File: config.mk
export PLATFORM = sky130hd
export DESIGN_NAME = conv_punct_enc
export DESIGN_NICKNAME = d
export VERILOG_FILES = /design/src/rtl/conv_punct_enc.sv
export SDC_FILE = /design/constraint.sdc
export NUM_CORES = 1
export LEC_CHECK = 0
export ABC_AREA = 0
export BUFFER_PORTS_ARGS = -buffer_cell sky130_fd_sc_hd__buf_2
export CAP_MARGIN = 15
export CORE_ASPECT_RATIO = 0.75
export CORE_MARGIN = 5
export CORE_UTILIZATION = 40
export CTS_CLUSTER_SIZE = 16
export DETAILED_ROUTE_END_ITERATION = 10
export PLACE_DENSITY = 0.59
export SKIP_LAST_GASP = 1
export SYNTH_ARGS = -nofsm -noshare
export SYNTH_HDL_FRONTEND = slang
export SYNTH_SLANG_ARGS = --single-unit
File: constraint.sdc
create_clock -name conv_clk -period 2.4 [get_ports conv_clk]
set_input_delay 0.48 -clock conv_clk [delete_from_list [all_inputs] [get_ports conv_clk]]
set_output_delay 0.48 -clock conv_clk [all_outputs]
set_load 0.1 [all_outputs]
File: src/rtl/conv_punct_enc.sv
// Rate-1/2 convolutional encoder with runtime puncturing to 2/3 or 3/4, per-frame length
// control, optional zero-tail flush and a registered serial output stream.
module conv_punct_enc #(
  parameter int unsigned    K       = 7,
  parameter logic [K-1:0]   G0      = 7'o171,
  parameter logic [K-1:0]   G1      = 7'o133,
  parameter int unsigned    LEN_W   = 12,
  parameter int unsigned    TAIL_EN = 1
) (
  input  logic             conv_clk,
  input  logic             reset,
  input  logic             frame_start,
  input  logic [LEN_W-1:0] frame_len,
  input  logic [1:0]       rate_sel,
  input  logic             in_data,
  input  logic             in_valid,
  output logic             in_ready,
  output logic             out_data,
  output logic             out_valid,
  output logic             out_last,
  output logic             busy
);

  localparam int unsigned TW = $clog2(K);

  typedef enum logic [1:0] {
    IDLE,
    RUN,
    TAIL,
    DRAIN
  } state_t;

  state_t           state;
  state_t           state_nx;
  logic [K-2:0]     sr;
  logic [1:0]       obuf;
  logic [1:0]       cnt;
  logic [1:0]       phase;
  logic [LEN_W-1:0] bit_cnt;
  logic [LEN_W-1:0] len_q;
  logic [1:0]       rate_q;
  logic [TW-1:0]    tail_cnt;

  logic             start_ok;
  logic             space_ok;
  logic             accept;
  logic             inject;
  logic             push;
  logic             enc_bit;
  logic [K-1:0]     word;
  logic             code_a;
  logic             code_b;
  logic             keep_a;
  logic             keep_b;
  logic             last_phase;
  logic             last_data;
  logic             last_tail;

  assign start_ok = frame_start && (frame_len != '0);
  assign space_ok = (cnt <= 2'd1);
  assign accept   = (state == RUN) && in_valid && space_ok;
  assign inject   = (state == TAIL) && space_ok;
  assign push     = accept || inject;
  assign enc_bit  = (state == RUN) ? in_data : 1'b0;
  assign word     = {enc_bit, sr};
  assign code_a   = ^(G0 & word);
  assign code_b   = ^(G1 & word);

  assign in_ready  = (state == RUN) && space_ok;
  assign busy      = (state != IDLE);
  assign last_data = ((bit_cnt + LEN_W'(1)) == len_q);
  assign last_tail = (tail_cnt == TW'(K - 2));

  // Puncture pattern per latched rate; code 11 falls back to the unpunctured mother code.
  always_comb begin
    keep_a     = 1'b1;
    keep_b     = 1'b1;
    last_phase = 1'b1;
    case (rate_q)
      2'b01: begin
        keep_b     = (phase == 2'd0);
        last_phase = (phase == 2'd1);
      end
      2'b10: begin
        keep_b     = (phase != 2'd1);
        keep_a     = (phase != 2'd2);
        last_phase = (phase == 2'd2);
      end
      default: begin
        keep_a     = 1'b1;
        keep_b     = 1'b1;
        last_phase = 1'b1;
      end
    endcase
  end

  always_comb begin
    state_nx = state;
    case (state)
      IDLE:    if (start_ok) state_nx = RUN;
      RUN:     if (accept && last_data) state_nx = (TAIL_EN != 0) ? TAIL : DRAIN;
      TAIL:    if (inject && last_tail) state_nx = DRAIN;
      DRAIN:   if (cnt <= 2'd1) state_nx = IDLE;
      default: state_nx = IDLE;
    endcase
  end

  always_ff @(posedge conv_clk) begin
    if (!reset) begin
      state     <= IDLE;
      sr        <= '0;
      obuf      <= '0;
      cnt       <= '0;
      phase     <= '0;
      bit_cnt   <= '0;
      len_q     <= '0;
      rate_q    <= '0;
      tail_cnt  <= '0;
      out_data  <= 1'b0;
      out_valid <= 1'b0;
      out_last  <= 1'b0;
    end else begin
      state <= state_nx;

      if ((state == IDLE) && start_ok) begin
        sr       <= '0;
        phase    <= '0;
        bit_cnt  <= '0;
        tail_cnt <= '0;
        len_q    <= frame_len;
        rate_q   <= rate_sel;
      end

      if (push) begin
        sr    <= {enc_bit, sr[K-2:1]};
        phase <= last_phase ? 2'd0 : phase + 2'd1;
      end
      if (accept) bit_cnt  <= bit_cnt + LEN_W'(1);
      if (inject) tail_cnt <= tail_cnt + TW'(1);

      out_valid <= (cnt != 2'd0);
      out_last  <= (state == DRAIN) && (cnt == 2'd1);
      if (cnt != 2'd0) out_data <= obuf[0];

      // A push only happens with cnt<=1, so after this cycle's pop the buffer is empty
      // and the freshly kept bits can simply overwrite it (B at the head, then A).
      if (push) begin
        case ({keep_b, keep_a})
          2'b11: begin
            obuf <= {code_a, code_b};
            cnt  <= 2'd2;
          end
          2'b10: begin
            obuf <= {1'b0, code_b};
            cnt  <= 2'd1;
          end
          2'b01: begin
            obuf <= {1'b0, code_a};
            cnt  <= 2'd1;
          end
          default: begin
            obuf <= '0;
            cnt  <= 2'd0;
          end
        endcase
      end else if (cnt != 2'd0) begin
        obuf <= {1'b0, obuf[1]};
        cnt  <= cnt - 2'd1;
      end
    end
  end

endmodule

# Word level (Yosys, flattened, before mapping)
# Cells that the tools add are included.
# W data, S select, Z words.
# totals
word_cells,83
regBits,46
inputBits,19
output_inout_bits,5
# op_classes
add_sub_neg,4
n_lt_le_gt_ge,1
eq_ne,19
n_mux,24
reduce_logical,23
# ops
cell,count
$mux W12,2
$mux W2,11
$reduce_xor A7 Y1,2
$add A12 B1 Y12 const B,1
$eq A12 B12 Y1,1
$eq A2 B2 Y1 const B,6
$mux W6,2
$reduce_bool A12 Y1,1
$reduce_bool A2 Y1,6
$eq A2 B1 Y1 const B,5
$logic_and A1 B1 Y1,9
$pmux W2 S4,1
$mux W3,2
$ne A2 B1 Y1 const B,3
$ne A2 B2 Y1 const B,3
$pmux W2 S3,1
$logic_not A2 Y1,2
$pmux W1 S2,2
$pmux W2 S2,1
$reduce_and A4 Y1,1
$add A3 B1 Y3 const B,1
$eq A3 B3 Y1 const B,1
$add A2 B1 Y2 const B,1
$le A2 B1 Y1 const B,1
other kinds (4),5

# Depth between registers and ports, before layout
# Gate-level depths: netlist (run 1).
# depth
ltp_word,6
ltp_mapped,9
mapped_depth_nobuf,9

# Worst setup path after synthesis (run 1)
# OpenSTA, ideal clock, no wires.
# synth_timing
path_type,reg2reg
from,reg state[0]
to,reg state[0]
n_path_buf,0
stages_incl_launch_ff,9
required_ps,2278
setup_slack_ps,-85
arrival_time_ps,2363
period_less_slack_ps,2485
setup_time_ps,122
path_cell_list,dfxtp_1 inv_1 ha_1 inv_1 o221a_2 nand2_1 nor4_1 a31oi_1 o311a_1
# synth_between
elab_chain_len,6
word_cells_on_any_way,15
classes_between,eq/ne: 7; mux: 1; reduce/logical: 7
# synth_lines
element,line_no,rtl
start: declaration,33,state_t state;
start signal: assignment,123,state <= state_nx;
$eq A2 B1 Y1,"61, 99",
$logic_and A1 B1 Y1 (2 in a row),61,assign accept = (state == RUN) && in_valid && space_ok;
$logic_and A1 B1 Y1,101,RUN: if (accept && last_data) state_nx = (TAIL_EN != 0) ? TAIL : DRAIN;
$ne A2 B1 Y1 (no source line),--,
$reduce_and A4 Y1 (no source line),--,
# Parallel ways exist; a longest one is shown, timed or not.
# A chain may end at the register's enable or synchronous reset.

# Worst setup path after layout (run 1)
# layout_timing
from,reg cnt[0]
to,out in_ready
# layout_between
elab_chain_len,2
# layout_lines
element,line_no,rtl
start: declaration,37,logic [1:0] cnt;
start signal: assignment,168,cnt <= cnt - 2'd1;
$le A2 B1 Y1,60,assign space_ok = (cnt <= 2'd1);
$logic_and A1 B1 Y1,69,assign in_ready = (state == RUN) && space_ok;
end: declaration,17,"output logic in_ready,"
# No other way between the ends.

==> impl_metrics.json, run 1 <==
{
  "run_status": "finished clean",
  "switching_share_pct": 42.2,
  "ys_seq_area_share_pct": 30.9,
  "setup_viol": 0,
  "tns_ns": 0,
  "postSynthNetCount": 399,
  "cts_hold_buf": 0,
  "grt.overflow.total": 0,
  "syn_area_sq_um": 2980,
  "place_congestion": 0.947,
  "met3RoutedLength_microns": 421,
  "antenna_cells": 0,
  "yosys-top-cells-count": "nand2_1 (58), dfxtp_1 (46), a21oi_1 (37), nor2_1 (24), ha_1 (20)",
  "power_switching_mw": 1.28,
  "num_rows": 27,
  "grt_pass1_wl_mm": 12.1,
  "synth_cell_types": 70,
  "period_needed_ns": 2.14,
  "wire_per_inst_microns": 14.8,
  "maxCapViolCount": 0,
  "drt-total-wl_mm": 7.23,
  "synth_top_area_cell": "dfxtp_1",
  "grt_max_degree": 36,
  "vias": 2582,
  "grt_use_total_pct": 16.4,
  "cp-start-kind": "register",
  "intPower_mw": 1.75,
  "fin_crit_sh_pct": 89.1,
  "power.density_nw_per_um2": 900,
  "top_layer_used": "met4",
  "clockBufferDepth": 2,
  "cts_tree": "yes",
  "rsz0062_at_grt": "no",
  "fin_nets": 425,
  "cts.repair.resized": 0,
  "synth-edff-count": 0,
  "die-area_sq_um": 9300,
  "synthFlopType": "dfxtp_1",
  "vdd_ir_drop_max_uv": 429,
  "io_pins": 24,
  "synth_top_area_share_pct": 30.9,
  "wl_met2_mm": 2.92,
  "wl_met1_mm": 3.83,
  "cts.htree.levels": 2,
  "synthCells": 360,
  "core_sq_um": 7300,
  "p_clk_share_pct": 23.2,
  "pwr-share-comb_pct": 45.4,
  "path_clk_slew_ns": 0.09,
  "yosysWarnings": 0,
  "area_delta_synth_final_pct": 12.9,
  "setup.worst_path.class": "register to output port",
  "fin_util_pct": 46.1,
  "ys_seq_elements": 46,
  "critical_path_required_ns": 1.92,
  "drive_gt1_share_pct": 19.4,
  "hold_class": "input pin to register",
  "worstMarginPinSlew_ns": 0.577,
  "p_leak_nw": 1.35,
  "syn_avg_cell_area_sq_um": 8.28,
  "root_buffer": "clkbuf_8",
  "antenna_found_initial": 0,
  "die_w_microns": 110,
  "synthArstFlopShare_pct": 0,
  "cts_sinks": 46,
  "portBuffers": 23,
  "fin_skew_ns": 0.00618,
  "drc": 0,
  "worstPathArrival_ns": 1.66,
  "hpwl_mm": 5.43,
  "postCtsSetupBuffers": 0,
  "seqPwrFrac_pct": 31.4,
  "clock_latency_ns": 0.31,
  "ant_nets": 0,
  "maxSlewHeadroom_pct": 61.2,
  "synth.top_cells.by_area": "dfxtp_1 (31%), ha_1 (8.4%), nand2_1 (7.3%)",
  "yosys.cell_count.top_type": "nand2_1",
  "cp-end-kind": "output port",
  "initial_utilization_pct": 40.8,
  "finalHoldViolations": 0,
  "cp_max_fo": 6,
  "routed_via_density": 5.29,
  "grt_pass1_vias": 2450,
  "timing.fmax_ghz": 0.468,
  "dieHeight_microns": 84.8,
  "numCtsBuffers": 5,
  "maxSlewViolCount": 0,
  "drt_iter0_markers": 145,
  "drt_pre_antenna_iters": 4
}
## through the flow
step	setup WS (ns)	instances	power, mW	hold slack [ns]	instance area, sq um
floorplan	0.177	360	1.98	0.432	2980
global placement	0.254	480	2.32	0.441	3220
detailed placement	0.176	480	2.33	0.451	3220
CTS	0.164	488	3.05	0.402	3360
global route	0.0677	488	3.23	0.401	3360
finish	0.262	488	3.03	0.405	3360
## cell type report
type,instances,area [sq um]
clock buffers,5,68.8
inverters,16,63.8
multi-input cells,280,1890
fillers,747,3930
well taps,101,126
repair buffers,37,220
clock inverters,3,68.8
flip-flops and latches,46,922
## worst max-delay path: stages, from the launching register on
cell	delay, ns
dfxtp_1	0.39
ha_1	0.17
nand2b_1	0.22
and2_1	0.15
buf_2	0.42
## placed cells by master, fill, tap and decap left out, types with 3 or more instances in the layout
cell type	n
a21oi_1	37
xnor2_1	9
xor2_1	6
a31oi_1	6
clkbuf_8	5
nand4_1	3
mux2i_1	3
nand3_1	16
ha_1	19
inv_1	14
and2_1	9
buf_2	23
and3_1	5
nor2_1	24
nor4_1	6
dfxtp_1	45
o21ai_0	17
buf_4	14
nand2_1	58
## routing by layer
layer	GRT usage, %	up-vias
li1	-	1320
met1	25.7	1194
met2	22.6	60
met3	3.38	8
met4	3.74	0
met5	0	-
## state kept, by name, summed over array words and instances (netlist names)
register / cells
state: 2
cnt: 2
bit_cnt: 12
phase: 2
len_q: 12
obuf: 2
tail_cnt: 3
sr: 6
out_data: 1
rate_q: 2
out_valid: 1
out_last: 1
## power groups by stage
stage	registers, mW	logic [mW]	clock network [mW]
6_report	0.952	1.38	0.703
4_1_cts	0.949	1.38	0.721
3_3_place_gp	0.964	1.36	0
5_1_grt	0.965	1.50	0.760
2_1_floorplan	0.978	1.00	0
3_5_place_dp	0.966	1.36	0
## worst paths after layout
check	endpoint	cells after the start	start	slack, ns
min	rate_q[0]	3	rate_sel[0]	0.40
max	in_ready	4	cnt[0]	0.26
max reg2reg	state[0]	7	cnt[0]	0.27
min reg2reg	sr[1]	2	sr[2]	0.45
## logic make-up (layout without fill, tap and decap cells)
logic type | after synthesis | after routing | synth area share [%]
AOI/OAI and AO/OA | 89 | 89 | 20.2
xor gates and xnor gates | 20 | 20 | 7.56
adders and majority gates | 20 | 20 | 8.40
buffers and inverters | 34 | 61 | 5.62
DFF | 46 | 46 | 30.9
muxes | 5 | 5 | 1.85
and+or+nand+nor | 146 | 146 | 25.4
No activity file was read; power rests on OpenSTA's default activity.
==> run 2: changes to the inputs <==
--- a/config.mk
+++ b/config.mk
@@ -10,10 +10,11 @@
 export CAP_MARGIN = 15
 export CORE_ASPECT_RATIO = 0.75
 export CORE_MARGIN = 5
-export CORE_UTILIZATION = 40
+export CORE_UTILIZATION = 45
 export CTS_CLUSTER_SIZE = 16
 export DETAILED_ROUTE_END_ITERATION = 10
-export PLACE_DENSITY = 0.59
+export PLACE_DENSITY = 0.65
+export RECOVER_POWER = 25
 export SKIP_LAST_GASP = 1
 export SYNTH_ARGS = -nofsm -noshare
 export SYNTH_HDL_FRONTEND = slang
==> run 2 against run 1 <==
Against the previous run:
- die area shrank 10%
- sequential share of layout area rose by 1.0 points
- non-clock buffer count down 4
- routed wire length down 2.8%
==> impl_metrics.json, run 2 (synthesis results as in run 1) <==
{
  "hold_end": "rate_q[0]",
  "die_w_microns": 104,
  "run_status": "finished clean",
  "power.density_nw_per_um2": 849,
  "maxSlewHeadroom_pct": 21.2,
  "cts.htree.levels": 2,
  "regArea_sq_um": 923,
  "dieHeight_microns": 80.5,
  "hold_depth": 3,
  "antenna_found_initial": 0,
  "rsz0062_at_grt": "no",
  "root_buffer": "clkbuf_8",
  "layout_common_cells": "nand2_1 (58), dfxtp_1 (44), a21oi_1 (37)",
  "cts_sinks": 46,
  "worstMarginPinSlew_ns": 1.19,
  "grt_max_degree": 36,
  "cts_hold_buf": 0,
  "gr-usage-met3_pct": 3.29,
  "initial_utilization_pct": 46.7,
  "grt_busiest_layer": "met2",
  "drt_pre_antenna_iters": 4,
  "portBuffers": 23,
  "fin_skew_ns": 0.0152,
  "p_leak_nw": 1.29,
  "maxSlewViolCount": 0,
  "drt-total-wl_mm": 7.03,
  "grt_pass1_wl_mm": 12.1,
  "clock_latency_ns": 0.30,
  "grt.overflow.total": 0,
  "area_delta_synth_final_pct": 9.07,
  "place_congestion": 0.882,
  "fill_cells": 645,
  "period_needed_ns": 2.15,
  "cp_max_fo": 6,
  "die-area_sq_um": 8370,
  "routed_via_density": 5.58,
  "dpl_cell_area_sq_um": 3170,
  "setup.worst_path.class": "register to register",
  "drive_gt1_share_pct": 17.0,
  "setup_viol": 0,
  "reg2reg_slack_ns": 0.25,
  "clockBufferDepth": 2,
  "largestRegisters": "bit_cnt (12), len_q (12), sr (6)",
  "cp-end-kind": "register",
  "fin_crit_sh_pct": 89.4,
  "critical_path_required_ns": 2.60,
  "tns_ns": 0,
  "cp-start-kind": "register",
  "drt_iter0_markers": 186,
  "finalHoldViolations": 0,
  "vias": 2591,
  "wire_per_inst_microns": 15.1,
  "final_common_cell": "nand2_1",
  "r2r-end": "state[0]",
  "grtUsageMet1_pct": 25.7,
  "finalPower_mw": 2.76,
  "cp-startpoint": "cnt[0]",
  "fin_util_pct": 50.9,
  "antenna_cells": 0,
  "grt_util_met2_pct": 25.8,
  "multi_input_area_sq_um": 1900,
  "worstPathArrival_ns": 2.34,
  "final_area_sq_um": 3250,
  "maxCapViolCount": 0,
  "io_pins": 24,
  "grt_pass1_vias": 2442,
  "numCtsBuffers": 5,
  "hpwl_mm": 5.40,
  "cts_tree": "yes",
  "path_clk_slew_ns": 0.09,
  "drc": 0,
  "vdd_ir_drop_max_uv": 398,
  "worstRegToRegCells": 7,
  "fin_nets": 421,
  "ant_nets": 0,
  "num_rows": 25,
  "hold_class": "input pin to register",
  "min_from": "rate_sel[0]",
  "timing.fmax_ghz": 0.466,
  "grt_use_total_pct": 17.5,
  "core_sq_um": 6380,
  "r2r-start": "cnt[0]"
}
run 2: changes by cell type in the layout (fill, tap and decap cells not counted), moves of 2 or more:
cell and delta:
a2111oi_1 +2, clkbuf_1 +6, bufinv_16 -2, buf_4 -6, a2111oi_0 -2, buf_2 -3
run 2: repair_timing:
| item | in CTS | in global routing |
|---|---|---|
| gates resized for setup | 0 | 5 |
| endpoints found under the setup margin | 0 | 4 |
| buffers inserted | 0 | 0 |
run 2: how the worst max path moves through the flow:
stage	to	slack, ns	cells after the start
6_report	state[0]	0.25	7
5_1_grt	state[1]	0.04	7
4_1_cts	state[1]	0.1	7
3_5_place_dp	state[0]	0.13	7
3_3_place_gp	state[0]	0.21	7
2_1_floorplan	state[0]	0.18	8
run 2: layer usage:
| layer | share of wire, % | vias to the layer above |
|---|---|---|
| met2 | 40 | 84 |
| met3 | 6.4 | 14 |
| met1 | 52 | 1177 |
| met5 | 0 | - |
| met4 | 2.0 | 0 |
| li1 | - | 1316 |
run 2: through the flow:
stage               hold slack, ns  setup slack (ns)  cells
detailed placement           0.450             0.126    456
global route                 0.395            0.0430    464
finish                       0.408             0.254    464
floorplan                    0.432             0.177    360
global placement             0.447             0.209    456
CTS                          0.397            0.0998    464
run 2: worst max-delay path, stage by stage, from the launching register on:
cell	delay, ns
dfxtp_1	0.39
ha_1	0.17
nand2b_1	0.23
and3_1	0.38
nand3_1	0.12
nor4_1	0.33
a31oi_1	0.13
o311a_1	0.29
run 2: area by class of cell:
type                    count  area share (%)
flip-flops and latches     46            28.4
clock inverters             2           0.423
well taps                  81            3.12
repair buffers             33            5.50
inverters                  16            1.96
clock buffers               6            2.23
multi-input cells         280            58.4
run 2: where the power goes:
part           switching (mW)  internal, mW  leakage [nW]  total (mW)
clock network           0.266         0.206        0.0452       0.471
logic                   0.888         0.448         0.867        1.34
registers              0.0950         0.858         0.375       0.953
total                    1.25          1.51          1.29        2.76
==> run 3: changes to the inputs <==
--- a/config.mk
+++ b/config.mk
@@ -9,10 +9,11 @@
 export BUFFER_PORTS_ARGS = -buffer_cell sky130_fd_sc_hd__buf_2
 export CAP_MARGIN = 15
 export CORE_ASPECT_RATIO = 0.75
-export CORE_MARGIN = 5
+export CORE_MARGIN = 2
 export CORE_UTILIZATION = 45
 export CTS_CLUSTER_SIZE = 16
 export DETAILED_ROUTE_END_ITERATION = 10
+export MAX_ROUTING_LAYER = met4
 export PLACE_DENSITY = 0.65
 export RECOVER_POWER = 25
 export SKIP_LAST_GASP = 1
==> run 3 against run 2 <==
Against the previous run:
- utilization grew 0.59 points
- worst setup slack lost 0.081 ns
- non-clock buffer count shrank 1
- final cell count shrank 0.22%
- count of clock-buffer cells in the layout shrank 1
- worst hold slack lost 0.0041 ns
- routed wire length shrank 1.3%
- sequential cell count is the same
- critical path type unchanged
==> impl_metrics.json, run 3 (synthesis results as in run 1) <==
{
  "timing.fmax_ghz": 0.449,
  "p_leak_nw": 1.30,
  "maxSlewHeadroom_pct": 22.8,
  "run_status": "finished clean",
  "fin_nets": 420,
  "power.density_nw_per_um2": 882,
  "cts_hold_buf": 0,
  "vdd_ir_drop_max_uv": 361,
  "numCtsBuffers": 5,
  "grt_pass1_wl_mm": 11.7,
  "wl_met1_mm": 3.64,
  "clockBufferDepth": 2,
  "io_pins": 24,
  "drive_gt1_share_pct": 17.3,
  "clock_latency_ns": 0.30,
  "antenna_found_initial": 0,
  "grt_use_total_pct": 20.9,
  "fill_cells": 613,
  "antenna_cells": 0,
  "postCtsSetupBuffers": 0,
  "tns_ns": 0,
  "top_layer_used": "met4",
  "critical_path_required_ns": 2.60,
  "routed_via_density": 5.59,
  "wire_per_inst_microns": 15.0,
  "hold_class": "input pin to register",
  "met3RoutedLength_microns": 507,
  "worstPathArrival_ns": 2.43,
  "dieHeight_microns": 74.5,
  "ant_nets": 0,
  "layout_common_cells": "nand2_1 (58), dfxtp_1 (45), a21oi_1 (37)",
  "area_delta_synth_final_pct": 9.78,
  "drc": 0,
  "final_area_sq_um": 3270,
  "initial_utilization_pct": 46.9,
  "place_congestion": 0.963,
  "fin_skew_ns": 0.00395,
  "grt_max_degree": 36,
  "core_sq_um": 6350,
  "largestRegisters": "bit_cnt (12), len_q (12), sr (6)",
  "cts.repair.resized": 0,
  "die-area_sq_um": 7300,
  "dpl_cell_area_sq_um": 3160,
  "cts_sinks": 46,
  "setup_viol": 0,
  "maxCapViolCount": 0,
  "vias": 2588,
  "hpwl_mm": 5.22,
  "cp_max_fo": 10,
  "final_common_cell": "nand2_1",
  "cts.htree.levels": 2,
  "root_buffer": "clkbuf_8",
  "drt-total-wl_mm": 6.94,
  "finalHoldViolations": 0,
  "cp-start-kind": "register",
  "wl_met2_mm": 2.70,
  "cp-end-kind": "register",
  "num_rows": 25,
  "grt.overflow.total": 0,
  "fin_crit_sh_pct": 92.8,
  "die_w_microns": 98.0,
  "worstMarginPinSlew_ns": 1.16,
  "cts_tree": "yes",
  "portBuffers": 23,
  "path_clk_slew_ns": 0.09,
  "drt_pre_antenna_iters": 5,
  "drt_iter0_markers": 318,
  "period_needed_ns": 2.23,
  "rsz0062_at_grt": "no",
  "maxSlewViolCount": 0,
  "grt_pass1_vias": 2413,
  "setup.worst_path.class": "register to register"
}
==> run 3: cell type report <==
class | count | area [sq um] | area share [%]
clock buffer | 5 | 68.8 | 2.10
clock inverter | 3 | 43.8 | 1.34
inverter | 16 | 63.8 | 1.95
multi-input combinational | 280 | 1890 | 57.9
sequential | 46 | 922 | 28.2
tap | 81 | 101 | 3.10
timing repair buffer | 32 | 178 | 5.43
==> run 3: worst paths after layout <==
kind	from	to	slack [ns]	depth (start not counted)
worst min-delay path	rate_sel[1]	rate_q[1]	0.40	3
worst max register to register	bit_cnt[1]	state[1]	0.17	7
worst max-delay path	bit_cnt[1]	state[1]	0.17	7
worst min register to register	sr[2]	sr[1]	0.46	2
==> run 3: worst max-delay path, cell delays in order (launching register included) <==
cell and delay (ns):
dfxtp_1 0.53, ha_2 0.34, inv_1 0.11, a211oi_2 0.28, o211ai_4 0.14, a2111oi_2 0.46, a21boi_1 0.11, nand3b_1 0.17
==> run 3: routing by layer <==
metal / track usage (%) / up-vias
met2: 29.5 / 87
met4: 6.02 / 0
met5: - / -
met3: 3.57 / 10
li1: - / 1307
met1: 30.4 / 1184
==> run 3: per-stage QoR <==
stage | setup WS (ns) | std cells | power, mW | hold WS [ns] | util [%]
after floorplan | 0.177 | 360 | 1.98 | 0.432 | -
after global placement | 0.237 | 455 | 2.29 | 0.445 | 49.8
after detailed placement | 0.132 | 455 | 2.30 | 0.449 | 49.8
after CTS | 0.118 | 463 | 2.91 | 0.397 | 51.5
after global routing | 0.0134 | 463 | 3.10 | 0.412 | 51.5
final | 0.173 | 463 | 2.89 | 0.404 | 51.5
==> run 3: where the power goes <==
part	total [mW]	switching [mW]	internal [mW]
sequential	0.956	0.0972	0.858
combinational	1.34	0.878	0.458
clock	0.594	0.282	0.312
total	2.89	1.26	1.63
